`config.mk`:
```
export PLATFORM = sky130hd
export DESIGN_NAME = compare_pulse_gen
export DESIGN_NICKNAME = d
export VERILOG_FILES = /design/src/rtl/compare_pulse_gen.sv
export SDC_FILE = /design/constraint.sdc
export NUM_CORES = 1
export LEC_CHECK = 0
export CAP_MARGIN = 5
export CORE_UTILIZATION = 32
export CTS_CLUSTER_SIZE = 25
export DETAILED_ROUTE_END_ITERATION = 6
export PLACE_DENSITY = 0.57
export SYNTH_ARGS = -nofsm -noshare
export SYNTH_HDL_FRONTEND = slang
export SYNTH_SLANG_ARGS = --single-unit
```
`constraint.sdc`:
```
create_clock -name clk -period 4.2 [get_ports clk]
set_clock_uncertainty 0.05 [all_clocks]
set_input_delay 0.84 -clock clk [delete_from_list [all_inputs] [get_ports clk]]
set_output_delay 0.84 -clock clk [all_outputs]
set_load 0.01 [all_outputs]
```
`src/rtl/compare_pulse_gen.sv`:
```
// Output-compare pulse generator: after a loaded delay C, drives one gate pulse of width max(W,1).
// Optional periodic mode: define COMPARE_PULSE_GEN_AUTO_RELOAD_EN to re-enter DELAY from DONE.
module compare_pulse_gen #(
    parameter int WIDTH = 32
) (
    input  logic             clk,
    input  logic             reset,
    input  logic             timer_enable,
    input  logic             load,
    input  logic [WIDTH-1:0] compare_value,
    input  logic [WIDTH-1:0] pulse_width,
    output logic [WIDTH-1:0] counter,
    output logic [2:0]       state,
    output logic             gate_out,
    output logic             compare_complete
);

    typedef enum logic [2:0] {
        IDLE  = 3'b000,
        ARMED = 3'b001,
        DELAY = 3'b010,
        PULSE = 3'b011,
        DONE  = 3'b100
    } state_t;

    state_t           state_q;
    state_t           state_d;
    logic [WIDTH-1:0] cmp_q;
    logic [WIDTH-1:0] width_q;
    logic [WIDTH-1:0] counter_d;
    logic             complete_d;
    logic             delay_hit;
    logic             pulse_hit;

    assign delay_hit = (counter == cmp_q);
    assign pulse_hit = (counter == width_q - 1'b1);
    assign state     = state_q;

    // NOTE: sequential state uses non-blocking assignments so every register samples pre-edge values.
    always_ff @(posedge clk) begin
        if (reset) begin
            state_q <= IDLE;
        end else begin
            state_q <= state_d;
        end
    end

    // NOTE: every combinational output gets a default first, so no path can infer a latch.
    always_comb begin
        state_d = state_q;
        case (state_q)
            IDLE:    if (load) state_d = ARMED;
            ARMED:   if (timer_enable) state_d = DELAY;
            DELAY:   if (timer_enable && delay_hit) state_d = PULSE;
            PULSE: begin
                if (!timer_enable)  state_d = IDLE;
                else if (pulse_hit) state_d = DONE;
            end
            DONE: begin
`ifdef COMPARE_PULSE_GEN_AUTO_RELOAD_EN
                state_d = timer_enable ? DELAY : IDLE;
`else
                if (!timer_enable) state_d = IDLE;
`endif
            end
            default: state_d = IDLE;
        endcase
    end

    always_comb begin
        counter_d  = '0;
        complete_d = 1'b0;
        gate_out   = (state_q == PULSE);
        case (state_q)
            DELAY: begin
                if (!timer_enable)  counter_d = counter;
                else if (delay_hit) counter_d = '0;
                else                counter_d = counter + 1'b1;
            end
            PULSE: begin
                if (timer_enable) begin
                    if (pulse_hit) begin
                        counter_d  = counter;
                        complete_d = 1'b1;
                    end else begin
                        counter_d = counter + 1'b1;
                    end
                end
            end
            // Counter holds while parked in DONE; leaving DONE always restarts from zero.
            DONE:    counter_d = (state_d == DONE) ? counter : '0;
            default: counter_d = '0;
        endcase
    end

    // Compare/width latches are only written in IDLE, so a run never sees them change.
    always_ff @(posedge clk) begin
        if (reset) begin
            counter          <= '0;
            compare_complete <= 1'b0;
            cmp_q            <= '0;
            width_q          <= '0;
        end else begin
            counter          <= counter_d;
            compare_complete <= complete_d;
            if (state_q == IDLE && load) begin
                cmp_q   <= compare_value;
                width_q <= (pulse_width == '0) ? WIDTH'(1) : pulse_width;
            end
        end
    end

endmodule

```
==> results.py <==
metrics = {
    "outcome": {
        "outcome": "complete, no violations",
    },
    "pwr": {
        "power_leakage_uw": 0.00282,
        "total_power_uw": 2470,
        "power.density_nw_per_um2": 328,
        "ir_worst_vdd_uv": 216,
    },
    "cells_and_area": {
        "drive_gt1_share_pct": 6.68,
        "syn_to_final_growth_pct": 25.0,
        "insertedDiodeCount": 0,
        "nets": 933,
        "postLayoutCellArea_um2": 7540,
    },
    "yosys": {
        "ys_types": 66,
        "synth_async_sr_flop_share_pct": 0,
        "ys.flop_type": "dfxtp_1",
        "synth_edf_count": 0,
        "synth_area_um2": 6030,
        "synth-warning-count": 0,
        "ys_seq_elements": 100,
        "synth.top_cell.area_share_pct": 33.2,
        "avgSynthCellArea_um2": 7.52,
        "synthCells": 802,
        "synth_top_cell_by_area": "dfxtp_1",
        "synth.area.top_cells": "dfxtp_1 (33%), nand2_1 (9.5%), xnor2_1 (8.9%)",
        "syn_nets": 872,
        "seq_area_frac_synth_pct": 33.2,
    },
    "sta": {
        "min_period_over_period_pct": 87.4,
        "hold_viol": 0,
        "finalSetupTns_ns": 0,
        "setup_viol": 0,
        "min_period_ns": 3.67,
        "max_freq_mhz": 272,
        "slew_headroom_pct": 48.0,
        "worst_slew_pin_slew_ns": 0.779,
        "rsz0062_at_grt": "false",
        "finalMaxSlewViolations": 0,
        "holdWs_ns": 0.419,
        "setup_ws_ns": 0.527,
    },
    "critical_path": {
        "arrival_ns": 3.87,
        "crit_type": "register to register",
        "crit_family": "simple AND/OR/NAND/NOR gates",
        "crit_buf_inv": 2,
        "slowest_delay_ns": 0.45,
        "worstPathRequired_ns": 4.40,
        "cp-start-kind": "register",
        "crit_path_cell_trace": "inv_1 > ha_1 > nor3b_2 > nand4_1 > or3_1 > o31ai_1 > and3_1 > and4_1 > a21bo_2 > buf_12 > nor3_1 > a211o_1",
        "worst-path-max-fanout": 30,
        "end_kind": "register",
        "cpMaxStageDelayCell": "nor3b_2",
    },
    "global_route": {
        "overflow": 0,
        "grt_use_total_pct": 19.3,
        "grt_pass1_vias": 5382,
        "grt_pass1_wl_um": 29300,
        "grt_max_degree": 73,
        "antenna_found_initial": 0,
    },
    "floorplanning": {
        "dieArea_um2": 19400,
        "num_rows": 49,
        "start_util_pct": 33.1,
        "chipHeight_um": 139,
        "die_width_um": 139,
        "core_um2": 18200,
        "num_io_pins": 105,
    },
    "routing": {
        "wl_um": 18700,
        "met1Wirelength_um": 8550,
        "drtIter0Drc": 456,
        "drc": 0,
        "dr.pass1.iters": 6,
        "vias_per_cell": 5.43,
        "num_vias": 5954,
        "top_layer": "met4",
        "wl_met3_um": 1110,
        "wl_met2_um": 8710,
        "ant_nets": 0,
        "wire_per_inst_um": 17.0,
    },
    "cts": {
        "clkTransAtPathRegs_ns": 0.07,
        "cts_buffer_depth": 2,
        "cts_max_level": 3,
        "cts_resized": 0,
        "clock_sinks": 100,
        "cts_tree": "done",
        "postCtsSetupBuffers": 0,
        "cts_buffers": 9,
        "root_buffer": "clkbuf_16",
        "hold_buffers": 0,
        "insertion_delay_ns": 0.36,
    },
    "placement": {
        "port_buffers": 104,
        "dp_hpwl_um": 13900,
        "place_ws_ns": 0.589,
        "place_area_um2": 7230,
        "gp_congestion": 0.890,
    },
    "min_path": {
        "hp-class": "register to register",
    },
    "flow_run": {
        "maxCapViolCount": 0,
    },
}
==> sequential cells by signal (all words and copies together), names as in the netlist <==
register,cells
cmp_q,32
counter,32
state,3
compare_complete,1
width_q,32
==> cells in the final DEF (no fill, tap or decap), types with 12 or more instances in the layout <==
cell type / instances
or3_1: 12
and3_1: 21
buf_4: 20
dfxtp_1: 100
nand3_1: 44
a211o_1: 14
nor4_1: 20
a21oi_1: 69
nor3_1: 28
nand2_1: 152
xnor2_1: 61
nand4_1: 20
o31ai_1: 18
clkdlybuf4s50_1: 103
a21o_1: 19
nor2_1: 25
==> synthesized netlist by cell type, drive strengths merged, types with 2 or more instances <==
| cell type | n |
|---|---|
| or3 | 12 |
| nand4 | 21 |
| or2 | 7 |
| a21oi | 70 |
| nor4 | 22 |
| nand3b | 6 |
| nor3b | 5 |
| xnor2 | 61 |
| ha | 2 |
| a21boi | 2 |
| a211o | 14 |
| o22ai | 2 |
| and2 | 4 |
| o211ai | 2 |
| or4b | 3 |
| nand3 | 44 |
| a31oi | 2 |
| clkbuf | 63 |
| nor2 | 25 |
| inv | 10 |
| nand2 | 152 |
| nor3 | 28 |
| o31ai | 18 |
| nor4b | 4 |
| or3b | 3 |
| nand2b | 5 |
| and3 | 21 |
| o311ai | 4 |
| a21o | 19 |
| xor2 | 10 |
| dfxtp | 100 |
| nor2b | 6 |
| buf | 13 |
| o2111ai | 2 |
| o21ai | 9 |
| a211oi | 5 |
| nand4b | 2 |
| or4 | 5 |
| o31a | 2 |
==> per-layer routing <==
metal / vias to the layer above / global-route usage (%)
li1: 2958 / -
met1: 2822 / 25.4
met2: 158 / 31.4
met3: 16 / 4.44
met4: 0 / 5.20
met5: - / 0
==> cells by family after synthesis <==
family,count (synthesis),synth area share [%]
AO/OA/AOI/OAI,165,18.0
XOR/XNOR,71,10.3
adder cells (fa/ha/maj),2,0.415
buffers and inverters,86,5.91
flip-flops,100,33.2
multiplexers,1,0.166
AND/OR/NAND/NOR,377,32.0
==> worst reg2reg max path: cells and delay by family (launching register included) <==
kind	cells	cell delay (ns)
and+or+nand+nor	6	1.84
adders and majority gates	1	0.27
AOI/OAI and AO/OA	3	0.76
buffers and inverters	2	0.29
DFF	1	0.37
==> final timing paths <==
path,to,slack (ns),startpoint,cells after the start
setup / recovery,counter[19],0.53,width_q[0],12
hold / removal,cmp_q[6],0.42,cmp_q[6],2
setup reg to reg,counter[19],0.53,width_q[0],12
hold reg to reg,cmp_q[6],0.42,cmp_q[6],2
==> cell type report <==
cell class | count | area, um2
clock buffers | 11 | 243
clock inverters | 5 | 66.3
fillers | 1845 | 10700
inverters | 10 | 37.5
multi-input cells | 616 | 3680
flip-flops and latches | 100 | 2000
well taps | 229 | 287
repair buffers | 126 | 1230
==> power breakdown <==
| group | switching (uW) | internal [uW] |
|---|---|---|
| logic | 281 | 242 |
| registers | 64.1 | 997 |
| clock network | 401 | 488 |
==> per-stage QoR <==
step | instances | util, %
floorplan | 802 | -
global placement | 1081 | 39.7
detailed placement | 1081 | 39.7
CTS | 1097 | 41.4
global route | 1097 | 41.4
finish | 1097 | 41.4
(Power assumes the default switching activity.)
